[src/rtl/multicycle_control_unit.sv]
`default_nettype none
// ============================================================================
//  Module   : multicycle_control_unit
//  Purpose  : Phase sequencer for the multi-cycle datapath. It steps each
//             instruction through FETCH/DECODE/EXECUTE/MEMORY/WRITEBACK,
//             waits on the memory-ready handshake, traps on illegal opcodes
//             or memory stalls, and counts retired instructions.
//  Revision : 1.0  initial release
// ============================================================================
module multicycle_control_unit #(
    parameter bit ENABLE_UPPER   = 1'b1,
    parameter int TIMEOUT_CYCLES = 16,
    parameter int CNT_WIDTH      = 32
) (
    input  logic                 clk,
    input  logic                 rst,
    input  logic [6:0]           opcode,
    input  logic                 memReady,
    output logic [1:0]           jumpType,
    output logic [1:0]           ALUOp,
    output logic                 ALUSrc,
    output logic [1:0]           aluSrcA,
    output logic                 branch,
    output logic                 memRead,
    output logic                 memToReg,
    output logic                 memWrite,
    output logic                 regWrite,
    output logic                 irWrite,
    output logic                 pcWrite,
    output logic [2:0]           state,
    output logic                 illegal,
    output logic                 timeout,
    output logic [CNT_WIDTH-1:0] instret
);

    typedef enum logic [2:0] {
        c_ST_FETCH     = 3'd0,
        c_ST_DECODE    = 3'd1,
        c_ST_EXECUTE   = 3'd2,
        c_ST_MEMORY    = 3'd3,
        c_ST_WRITEBACK = 3'd4,
        c_ST_TRAP      = 3'd5
    } state_t;

    typedef enum logic [3:0] {
        c_CLS_R     = 4'd0,
        c_CLS_IMM   = 4'd1,
        c_CLS_LOAD  = 4'd2,
        c_CLS_STORE = 4'd3,
        c_CLS_BR    = 4'd4,
        c_CLS_JALR  = 4'd5,
        c_CLS_JAL   = 4'd6,
        c_CLS_LUI   = 4'd7,
        c_CLS_AUIPC = 4'd8
    } class_t;

    // The wait counter only needs to reach TIMEOUT_CYCLES-1.
    localparam int                c_WAIT_W    = (TIMEOUT_CYCLES > 1) ? $clog2(TIMEOUT_CYCLES) : 1;
    localparam bit                c_TIMEOUT_EN = (TIMEOUT_CYCLES > 0);
    localparam logic [c_WAIT_W-1:0] c_WAIT_LAST =
        c_WAIT_W'((TIMEOUT_CYCLES > 0) ? (TIMEOUT_CYCLES - 1) : 0);

    state_t                r_state_q,   w_state_d;
    class_t                r_class_q,   w_class_d;
    logic [c_WAIT_W-1:0]   r_wait_q,    w_wait_d;
    logic                  r_illegal_q, w_illegal_d;
    logic                  r_timeout_q, w_timeout_d;
    logic [CNT_WIDTH-1:0]  r_instret_q, w_instret_d;

    class_t                w_dec_class;
    logic                  w_legal;
    logic                  w_wait_expired;

    // Opcode decode into an instruction class; lui/auipc legal only when enabled.
    always_comb begin
        w_legal     = 1'b1;
        w_dec_class = c_CLS_R;
        case (opcode)
            7'b0110011: w_dec_class = c_CLS_R;
            7'b0010011: w_dec_class = c_CLS_IMM;
            7'b0000011: w_dec_class = c_CLS_LOAD;
            7'b0100011: w_dec_class = c_CLS_STORE;
            7'b1100011: w_dec_class = c_CLS_BR;
            7'b1100111: w_dec_class = c_CLS_JALR;
            7'b1101111: w_dec_class = c_CLS_JAL;
            7'b0110111: begin
                w_dec_class = c_CLS_LUI;
                w_legal     = ENABLE_UPPER;
            end
            7'b0010111: begin
                w_dec_class = c_CLS_AUIPC;
                w_legal     = ENABLE_UPPER;
            end
            default:    w_legal = 1'b0;
        endcase
    end

    // Next-state, trap causes, stall counter and retirement count.
    always_comb begin
        w_state_d      = r_state_q;
        w_class_d      = r_class_q;
        w_wait_d       = '0;
        w_illegal_d    = r_illegal_q;
        w_timeout_d    = r_timeout_q;
        w_wait_expired = c_TIMEOUT_EN && (r_wait_q == c_WAIT_LAST);
        w_instret_d    = pcWrite ? (r_instret_q + CNT_WIDTH'(1)) : r_instret_q;
        case (r_state_q)
            c_ST_FETCH: begin
                if (memReady) begin
                    w_state_d = c_ST_DECODE;
                end else if (w_wait_expired) begin
                    w_timeout_d = 1'b1;
                    w_state_d   = c_ST_TRAP;
                end else begin
                    w_wait_d = r_wait_q + c_WAIT_W'(1);
                end
            end
            c_ST_DECODE: begin
                if (w_legal) begin
                    w_class_d = w_dec_class;
                    w_state_d = c_ST_EXECUTE;
                end else begin
                    w_illegal_d = 1'b1;
                    w_state_d   = c_ST_TRAP;
                end
            end
            c_ST_EXECUTE: begin
                case (r_class_q)
                    c_CLS_BR:                w_state_d = c_ST_FETCH;
                    c_CLS_LOAD, c_CLS_STORE: w_state_d = c_ST_MEMORY;
                    default:                 w_state_d = c_ST_WRITEBACK;
                endcase
            end
            c_ST_MEMORY: begin
                // A response on the last allowed wait cycle still completes normally.
                if (memReady) begin
                    w_state_d = (r_class_q == c_CLS_LOAD) ? c_ST_WRITEBACK : c_ST_FETCH;
                end else if (w_wait_expired) begin
                    w_timeout_d = 1'b1;
                    w_state_d   = c_ST_TRAP;
                end else begin
                    w_wait_d = r_wait_q + c_WAIT_W'(1);
                end
            end
            c_ST_WRITEBACK: w_state_d = c_ST_FETCH;
            c_ST_TRAP:      w_state_d = c_ST_TRAP;
            default:        w_state_d = c_ST_FETCH;
        endcase
    end

    // Datapath controls decoded from the current phase and latched class.
    always_comb begin
        jumpType = 2'b00;
        ALUOp    = 2'b00;
        ALUSrc   = 1'b0;
        aluSrcA  = 2'b00;
        branch   = 1'b0;
        memRead  = 1'b0;
        memToReg = 1'b0;
        memWrite = 1'b0;
        regWrite = 1'b0;
        irWrite  = 1'b0;
        pcWrite  = 1'b0;
        case (r_state_q)
            c_ST_FETCH: begin
                memRead = 1'b1;
                irWrite = memReady;
            end
            c_ST_EXECUTE, c_ST_MEMORY: begin
                // MEMORY keeps the EXECUTE ALU setup so the address stays stable.
                case (r_class_q)
                    c_CLS_R: ALUOp = 2'b10;
                    c_CLS_IMM, c_CLS_LOAD, c_CLS_STORE: ALUSrc = 1'b1;
                    c_CLS_LUI: begin
                        ALUSrc  = 1'b1;
                        aluSrcA = 2'b10;
                    end
                    c_CLS_AUIPC: begin
                        ALUSrc  = 1'b1;
                        aluSrcA = 2'b01;
                    end
                    c_CLS_JAL: begin
                        ALUOp    = 2'b11;
                        ALUSrc   = 1'b1;
                        jumpType = 2'b10;
                    end
                    c_CLS_JALR: begin
                        ALUOp    = 2'b11;
                        ALUSrc   = 1'b1;
                        jumpType = 2'b01;
                    end
                    c_CLS_BR: begin
                        ALUOp  = 2'b01;
                        branch = 1'b1;
                    end
                    default: ;
                endcase
                if (r_state_q == c_ST_EXECUTE) begin
                    pcWrite = (r_class_q == c_CLS_BR);
                end else if (r_class_q == c_CLS_LOAD) begin
                    memRead = 1'b1;
                end else if (r_class_q == c_CLS_STORE) begin
                    memWrite = 1'b1;
                    pcWrite  = memReady;
                end
            end
            c_ST_WRITEBACK: begin
                regWrite = 1'b1;
                pcWrite  = 1'b1;
                memToReg = (r_class_q == c_CLS_LOAD);
                if (r_class_q == c_CLS_JAL || r_class_q == c_CLS_JALR) begin
                    branch   = 1'b1;
                    jumpType = (r_class_q == c_CLS_JAL) ? 2'b10 : 2'b01;
                    aluSrcA  = 2'b01;
                end
            end
            default: ;
        endcase
        // Architectural writes must not leak out while reset is held.
        if (rst) begin
            irWrite  = 1'b0;
            pcWrite  = 1'b0;
            regWrite = 1'b0;
            memWrite = 1'b0;
        end
    end

    // State, class, counters and sticky trap flags.
    always_ff @(posedge clk) begin
        if (rst) begin
            r_state_q   <= c_ST_FETCH;
            r_class_q   <= c_CLS_R;
            r_wait_q    <= '0;
            r_illegal_q <= 1'b0;
            r_timeout_q <= 1'b0;
            r_instret_q <= '0;
        end else begin
            r_state_q   <= w_state_d;
            r_class_q   <= w_class_d;
            r_wait_q    <= w_wait_d;
            r_illegal_q <= w_illegal_d;
            r_timeout_q <= w_timeout_d;
            r_instret_q <= w_instret_d;
        end
    end

    assign state   = r_state_q;
    assign illegal = r_illegal_q;
    assign timeout = r_timeout_q;
    assign instret = r_instret_q;

endmodule
`default_nettype wire

[config.mk]
export PLATFORM = sky130hd
export DESIGN_NAME = multicycle_control_unit
export DESIGN_NICKNAME = d
export VERILOG_FILES = /design/src/rtl/multicycle_control_unit.sv
export SDC_FILE = /design/constraint.sdc
export NUM_CORES = 1
export LEC_CHECK = 0
export CAP_MARGIN = 5
export CELL_PAD_IN_SITES_DETAIL_PLACEMENT = 0
export CELL_PAD_IN_SITES_GLOBAL_PLACEMENT = 2
export CORE_MARGIN = 4
export CORE_UTILIZATION = 32
export CTS_CLUSTER_DIAMETER = 100
export CTS_CLUSTER_SIZE = 40
export DETAILED_ROUTE_END_ITERATION = 16
export HOLD_SLACK_MARGIN = 0.03
export PLACE_DENSITY = 0.92
export SYNTH_ARGS = -nofsm -noshare
export SYNTH_HDL_FRONTEND = slang
export SYNTH_SLANG_ARGS = --single-unit
export TNS_END_PERCENT = 20
[constraint.sdc]
create_clock -name clk -period 5.6 [get_ports clk]
set_input_delay 1.4 -clock clk [delete_from_list [all_inputs] [get_ports clk]]
set_output_delay 1.4 -clock clk [all_outputs]
set_load 0.01 [all_outputs]
# == Word level (Yosys, flattened, before mapping) ==
# Cells that the tools add are included.
# totals
out_inout_bits,51
latchBits,0
ff_bits,45
ramBits,0
mem_bits_ro,0
n_memories,0
# op_classes
muxes,41
n_addsub,2
n_mul,0
div_mod_pow,0
order_cmp,0
reduce_logical,13
n_bitwise,3
n_shift,0
n_eq_ne,23
# op_table
op,n
"32-bit by 1-bit adder with 32-bit output, second input constant",1
4-bit case mux with 8 select lines,1
1-bit two-way mux,22
"7-bit by 6-bit == test with 1-bit output, second input constant",3
"7-bit == test, second input constant",3
"4-bit by 3-bit == test with 1-bit output, second input constant",4
2-bit case mux with 2 select lines,4
3-bit two-way mux,5
3-bit case mux with 5 select lines,1
"7-bit by 5-bit == test with 1-bit output, second input constant",2
9-bit OR reduction,1
"4-bit by 2-bit == test with 1-bit output, second input constant",2
"4-bit == test, second input constant",2
2-bit OR reduction,4
"7-bit by 2-bit == test with 1-bit output, second input constant",1
7-bit OR reduction,1
"3-bit by 2-bit == test with 1-bit output, second input constant",2
"3-bit == test, second input constant",2
2-bit two-way mux,3
1-bit case mux with 2 select lines,3
2-bit case mux with 3 select lines,1
3-bit case mux with 2 select lines,1
"4-bit by 1-bit adder with 4-bit output, second input constant",1
"4-bit by 1-bit == test with 1-bit output, second input constant",1
other kinds (8),11

# == Longest topological paths before layout ==
# Gate-level depths: netlist of run 1.
# depth
word_depth,6
ltp_mapped,7

# == Worst setup path after synthesis of run 1 ==
# OpenSTA, ideal clock, no wires.
# synth_path
path_kind,input to output
from,input port memReady
to,output port pcWrite
setup_slack_ns,2.153
required_ns,4.200
t_arrival_ns,2.047
path_stages,4
path_buffers,1
cell_sequence,nand4_4 -> buf_6 -> and2_1 -> nor2_1
# synth_via
elab_chain_cells,5
# synth_rtl
element,line,text
start: declaration,18,"input logic memReady,"
1-bit two-way mux,202,end else if (r_class_q == c_CLS_STORE) begin
1-bit two-way mux,200,end else if (r_class_q == c_CLS_LOAD) begin
1-bit two-way mux,198,if (r_state_q == c_ST_EXECUTE) begin
1-bit case mux with 2 select lines,164,case (r_state_q)
1-bit two-way mux,220,if (rst) begin
end: declaration,29,"output logic pcWrite,"
# Every way passes these cells.

# == Worst setup path in the final report of run 1 ==
# Ends and elaborated chain as after synthesis.

==> flow_summary.toml, run 1 <==
[global_route]
grt_pass1_wl_um = 10980
antenna_found_initial = 0
grt_usage_pct = 13.23
grt_max_degree = 42
grt-ovfl-total = 0
grt_pass1_vias = 2369

[cts]
cts_setup_buffers = 0
numCtsBuffers = 5
clock-root-buffer = "clkbuf_8"
clock-sinks = 45
cts.reportedPaths.clkPinSlew_ps = 80
clk_latency_ps = 300
hold_buffers = 0
clockBufferDepth = 2
htreeDepth = 2
ctsResizeCount = 0
cts_tree = "built"

[detailed_routing]
drt-total-wl_um = 6502
dr.first_iter.drc_count = 129
drc = 0
ant_nets = 0
via_per_inst = 5.166
drt-pass1-iter-count = 4
wl_per_cell_um = 13.69
vias = 2454

[floorplanning]
initial_core_util_pct = 32.84
core_um2 = 8175
die_h_um = 99.60
num_rows = 33
io_pins = 61
die_w_um = 99.60
dieArea_um2 = 9920

[finish]
nets = 381
seq_area_um2 = 900.9
fillerInstances = 839
final_area_um2 = 3437
area_growth_pct = 28.01
antenna_cells = 0
multi_input_area_um2 = 1649
drive_gt1_share_pct = 8.919

[worst_setup_path]
critPathRequiredTime_ps = 4200
r2r_start = "state[0]"
r2r_slack_ps = 3270
path_class = "in2out"
start_kind = "primary input"
endpoint_kind = "output port"
crit_path_cell_trace = "clkdlybuf4s50_1 -> nand4_4 -> buf_4 -> and2_1 -> nor2_1 -> clkdlybuf4s50_1"
crit_path_start = "memReady"
r2r_end = "instret[22]"
critPathMostFrequentCell = "clkdlybuf4s50_1"
slowest_delay_ps = 640
cpMaxStageDelayCell = "clkdlybuf4s50_1"
cp_max_fo = 25
arrival_ps = 3330
rr_worst_depth = 6

[logic_synthesis]
synth_adder_area_share_pct = 0.9320
synth_compound_area_share_pct = 22.32
ys_types = 54
synthSimpleGateAreaFrac_pct = 28.29
syn_nets = 331
synth_warnings = 0
async_reset_ff_share_pct = 0
synth_area_um2 = 2685
synthXorXnorAreaFrac_pct = 9.133
yosysSeqAreaShare_pct = 33.55
synth_top_family_by_area = "simple AND/OR/NAND/NOR gates"
synthFlopType = "dfxtp_1"
yosys.cell_count.top_type = "nor2_1"
synth_edf_count = 0
synth_mux_area_share_pct = 0.7456
yosys.area.top_type = "dfxtp_1"
synthTopCellsByCount = "48 x nor2_1, 45 x dfxtp_1, 26 x xnor2_1"
yosys.area.top_type_share_pct = 33.55
synth_area_leaders = "dfxtp_1 34%, xnor2_1 8.5%, nor2_1 6.7%, a21oi_1 3.7%, nand3_1 3.2%"
synth_seq_cells = 45
netlist_instances = 319
syn_area_per_cell_um2 = 8.417

[power_and_ir_drop]
powerDensity_nw_per_um2 = 172.5
pwr-share-clk_pct = 33.9
switching_share_pct = 25.87
sequentialPowerShare_pct = 55.8
p_switching_uw = 153.4
leakage_uw = 0.001071
finalPower_uw = 592.9
p_int_uw = 439.5
p_comb_share_pct = 10.3
ir_drop_mv = 0.07531

[placed_design]
port_buffers = 60
hpwl_um = 4814
dpl-instance-area_um2 = 3346
gp_congestion = 0.7522

[worst_hold_path]
min_to = "r_wait_q[0]"
min_from = "r_wait_q[0]"
hold_depth = 1
hp-class = "reg2reg"

[timing]
rsz0062_at_grt = "no"
fin_skew_ps = 13.11
maxSlewHeadroom_pct = 60.77
max_freq_ghz = 0.2114
finalCriticalPeriod_ps = 4731
final_hold_viol_count = 0
setup_violations = 0
fin_crit_sh_pct = 84.48
tightest_slew_ps = 573.6
setup_tns_ps = 0
slew_viol_final = 0

[outcome]
status = "finished clean"

[run]
cap_violations = 0
## through the flow
stage	setup slack (ps)	hold WS (ps)	std cells	utilization, %
after floorplan	2153	417.5	319	-
after global placement	857.0	430.4	467	40.92
after detailed placement	856.9	451.0	467	40.92
after CTS	844.6	471.0	475	42.04
after global routing	738.5	493.5	475	42.04
final	869.4	459.2	475	42.04
## critical path: cells and delay by family
| kind | cells | cell delay [ps] |
|---|---|---|
| and+or+nand+nor | 3 | 470 |
| buffers and inverters | 3 | 1450 |
## cell type report
class	instances	share of cell area, %
well taps	105	3.822
repair buffers	63	18.13
multi-input cells	243	47.98
clock inverters	3	0.6553
inverters	11	1.201
flip-flops and latches	45	26.21
clock buffers	5	2.002
## kinds of logic after synthesis
group                      count (synthesis)
DFF                                       45
adders and majority gates                  2
xor gates and xnor gates                  28
muxes                                      2
and+or+nand+nor                          139
AOI/OAI and AO/OA                         72
buffers and inverters                     31
## placed cells by master, fill, tap and decap left out, types with 2 or more instances in the layout
master	count
a2111oi_0	3
a2111oi_2	5
a2111oi_4	2
a211oi_1	9
a211oi_2	2
a21bo_2	3
a21o_1	2
a21oi_1	20
a31o_2	3
a31oi_1	4
a32o_1	2
and2_1	3
and3_1	6
and3b_1	2
and4_1	5
buf_4	3
clkbuf_8	5
clkdlybuf4s50_1	60
clkinv_4	2
dfxtp_1	45
ha_1	2
inv_1	11
mux2i_1	2
nand2_1	20
nand2b_1	7
nand3_1	17
nand3b_1	5
nand4_1	7
nand4_4	2
nor2_1	48
nor2b_1	4
nor3_1	3
nor3b_2	2
nor4_1	2
o21ai_0	5
or4_1	2
xnor2_1	26
xor2_1	2
## per-layer routing
metal / track usage, % / vias up / wire (um)
li1: - / 1255 / -
met1: 17.43 / 1151 / 3122
met2: 21.95 / 43 / 3066
met3: 2.805 / 5 / 257
met4: 3.466 / 0 / 56
met5: 0 / - / 0
## sequential cells by signal, summed over array words and instances (netlist names)
register,count
state,3
r_class_q,4
r_wait_q,4
instret,32
timeout,1
illegal,1
## power by group through the flow
stage | sequential, uW | clock [uW] | combinational [uW]
after floorplan | 335 | 0 | 38.7
after global placement | 338 | 0 | 61.0
after detailed placement | 338 | 0 | 61.8
after CTS | 331 | 211 | 62.0
after global routing | 332 | 222 | 67.8
final | 331 | 201 | 61.3
## how the worst max path moves through the flow
stage,to,slack (ps),cells past startpoint
global placement,pcWrite,860,6
detailed placement,pcWrite,860,6
CTS,pcWrite,840,6
finish,pcWrite,870,6
global route,pcWrite,740,6
floorplan,pcWrite,2150,4
Power figures use the tool's default switching activity.
==> run 2: changes to the inputs <==
--- a/config.mk
+++ b/config.mk
@@ -9,12 +9,12 @@
 export CELL_PAD_IN_SITES_DETAIL_PLACEMENT = 0
 export CELL_PAD_IN_SITES_GLOBAL_PLACEMENT = 2
 export CORE_MARGIN = 4
-export CORE_UTILIZATION = 32
+export CORE_UTILIZATION = 26
 export CTS_CLUSTER_DIAMETER = 100
 export CTS_CLUSTER_SIZE = 40
 export DETAILED_ROUTE_END_ITERATION = 16
 export HOLD_SLACK_MARGIN = 0.03
-export PLACE_DENSITY = 0.92
+export PLACE_DENSITY = 0.81
 export SYNTH_ARGS = -nofsm -noshare
 export SYNTH_HDL_FRONTEND = slang
 export SYNTH_SLANG_ARGS = --single-unit
==> constraint.sdc (replaced) <==
create_clock -name clk -period 4.3 [get_ports clk]
set_input_delay 1.075 -clock clk [delete_from_list [all_inputs] [get_ports clk]]
set_output_delay 1.075 -clock clk [all_outputs]
set_load 0.01 [all_outputs]
==> run 2 against run 1 <==
  * Sequential power grew 30%
  * Critical path depth decreased by 1
  * Core utilization fell by 6.3 points
  * Worst hold slack worse by 6.5 ps
  * Die area is 21% higher
  * Routed wire length increased by 8.8%
  * Register-to-register slack got worse by 1300 ps
  * Clock-buffer cell count did not move
  * Global-route usage fell by 1.2 points
  * Non-clock buffer count is 3 higher
  * Sequential share of layout area is 0.74 points lower
  * Critical path type unchanged
  * Largest power group unchanged
==> flow_summary.toml, run 2 (synthesis results as in run 1) <==
[detailed_routing]
ant_nets = 0
drc = 0
vias = 2451
route.met3.wl_um = 289
wl_per_cell_um = 13.97
via_per_inst = 4.844
drt-pass1-iter-count = 4
drt-total-wl_um = 7071
top_layer = "met4"
dr.first_iter.drc_count = 53
wl_met1_um = 3514
wl_met2_um = 3191

[timing]
max_freq_ghz = 0.2700
rsz0062_at_grt = "no"
maxSlewHeadroom_pct = 63.63
setup_violations = 0
final_hold_viol_count = 0
slew_viol_final = 0
tightest_slew_ps = 544.5
fin_crit_sh_pct = 86.12
setup_slack_ps = 596.7
setup_tns_ps = 0
finalCriticalPeriod_ps = 3703
fin_skew_ps = 10.13

[worst_setup_path]
cp_max_fo = 3
arrival_ps = 2630
start_kind = "primary input"
endpoint_kind = "output port"
critPathRequiredTime_ps = 3220
path_class = "in2out"

[power_and_ir_drop]
leakage_uw = 0.001105
ir_drop_mv = 0.2090
powerDensity_nw_per_um2 = 254.2
finalPower_uw = 899.1

[finish]
antenna_cells = 0
final_cell_mix = "60 x clkdlybuf4s50_1, 48 x nor2_1, 45 x dfxtp_1, 26 x xnor2_1"
mostFrequentLayoutCell = "clkdlybuf4s50_1"
largest_reg_flops = 32
nets = 384
area_growth_pct = 31.73
fillerInstances = 1067
drive_gt1_share_pct = 9.651

[floorplanning]
die_h_um = 109.6
num_rows = 36
die_w_um = 109.6
io_pins = 61
initial_core_util_pct = 27.10
core_um2 = 9910
dieArea_um2 = 12020

[placed_design]
gp_congestion = 0.7561
hpwl_um = 5153
place_ws_ps = 589.5
port_buffers = 60

[global_route]
grt_pass1_vias = 2361
grt_pass1_wl_um = 11790
grt_max_degree = 28
grt-ovfl-total = 0
antenna_found_initial = 0
grt_usage_pct = 12.02

[cts]
cts_tree = "built"
clock-root-buffer = "clkbuf_8"
cts.reportedPaths.clkPinSlew_ps = 90
clock-sinks = 45
cts_setup_buffers = 0
htreeDepth = 2
ctsResizeCount = 0
hold_buffers = 0
numCtsBuffers = 5
clockBufferDepth = 2
clk_latency_ps = 300

[outcome]
status = "finished clean"

[worst_hold_path]
hp-class = "reg2reg"

[run]
cap_violations = 0
## run 2: critical path, stage by stage
cell             delay (ps)
clkdlybuf4s50_1         530
nand4_4                 100
and2_1                  230
nor2_1                  140
clkdlybuf4s50_1         560
## run 2: cell type report
type	instances	area, um2	share of cell area (%)
Multi-Input combinational cell	243	1649	46.62
Sequential cell	45	900.9	25.47
Timing Repair Buffer	66	645.6	18.25
Tap cell	133	166.4	4.705
Clock buffer	5	68.82	1.946
Clock inverter	3	65.06	1.839
Inverter	11	41.29	1.167
## run 2: final timing paths
| kind | from | end | slack (ps) | cells past startpoint |
|---|---|---|---|---|
| worst max-delay path | memReady | pcWrite | 600 | 5 |
| worst min-delay path | r_wait_q[0] | r_wait_q[0] | 450 | 1 |
| worst max register to register | r_class_q[1] | instret[22] | 1960 | 6 |
| worst min register to register | r_wait_q[0] | r_wait_q[0] | 450 | 1 |
## run 2: metrics by stage
step | cell area (um2) | cells | hold WS, ps | utilization [%]
after floorplan | 2685 | 319 | 417.5 | -
after CTS | 3537 | 506 | 456.0 | 35.69
after global placement | 3403 | 498 | 429.3 | 34.34
after detailed placement | 3403 | 498 | 435.9 | 34.34
final | 3537 | 506 | 452.7 | 35.69
after global routing | 3537 | 506 | 484.8 | 35.69
## run 2: metal layers
metal,GRT usage [%],up-vias
met5,0,-
met4,2.939,0
met3,2.760,7
met2,19.05,34
met1,16.50,1153
li1,-,1257
## run 2: report_power, final
part           internal, uW  switching [uW]  total [uW]
combinational          37.9            45.0        82.9
sequential              421            9.41         430
clock                   231             155         386
==> run 3: changes to the inputs <==
--- a/config.mk
+++ b/config.mk
@@ -5,7 +5,7 @@
 export SDC_FILE = /design/constraint.sdc
 export NUM_CORES = 1
 export LEC_CHECK = 0
-export CAP_MARGIN = 5
+export CAP_MARGIN = 20
 export CELL_PAD_IN_SITES_DETAIL_PLACEMENT = 0
 export CELL_PAD_IN_SITES_GLOBAL_PLACEMENT = 2
 export CORE_MARGIN = 4
==> results of run 3 <==
Final layout, timing and power as in run 2 (identical DEF).
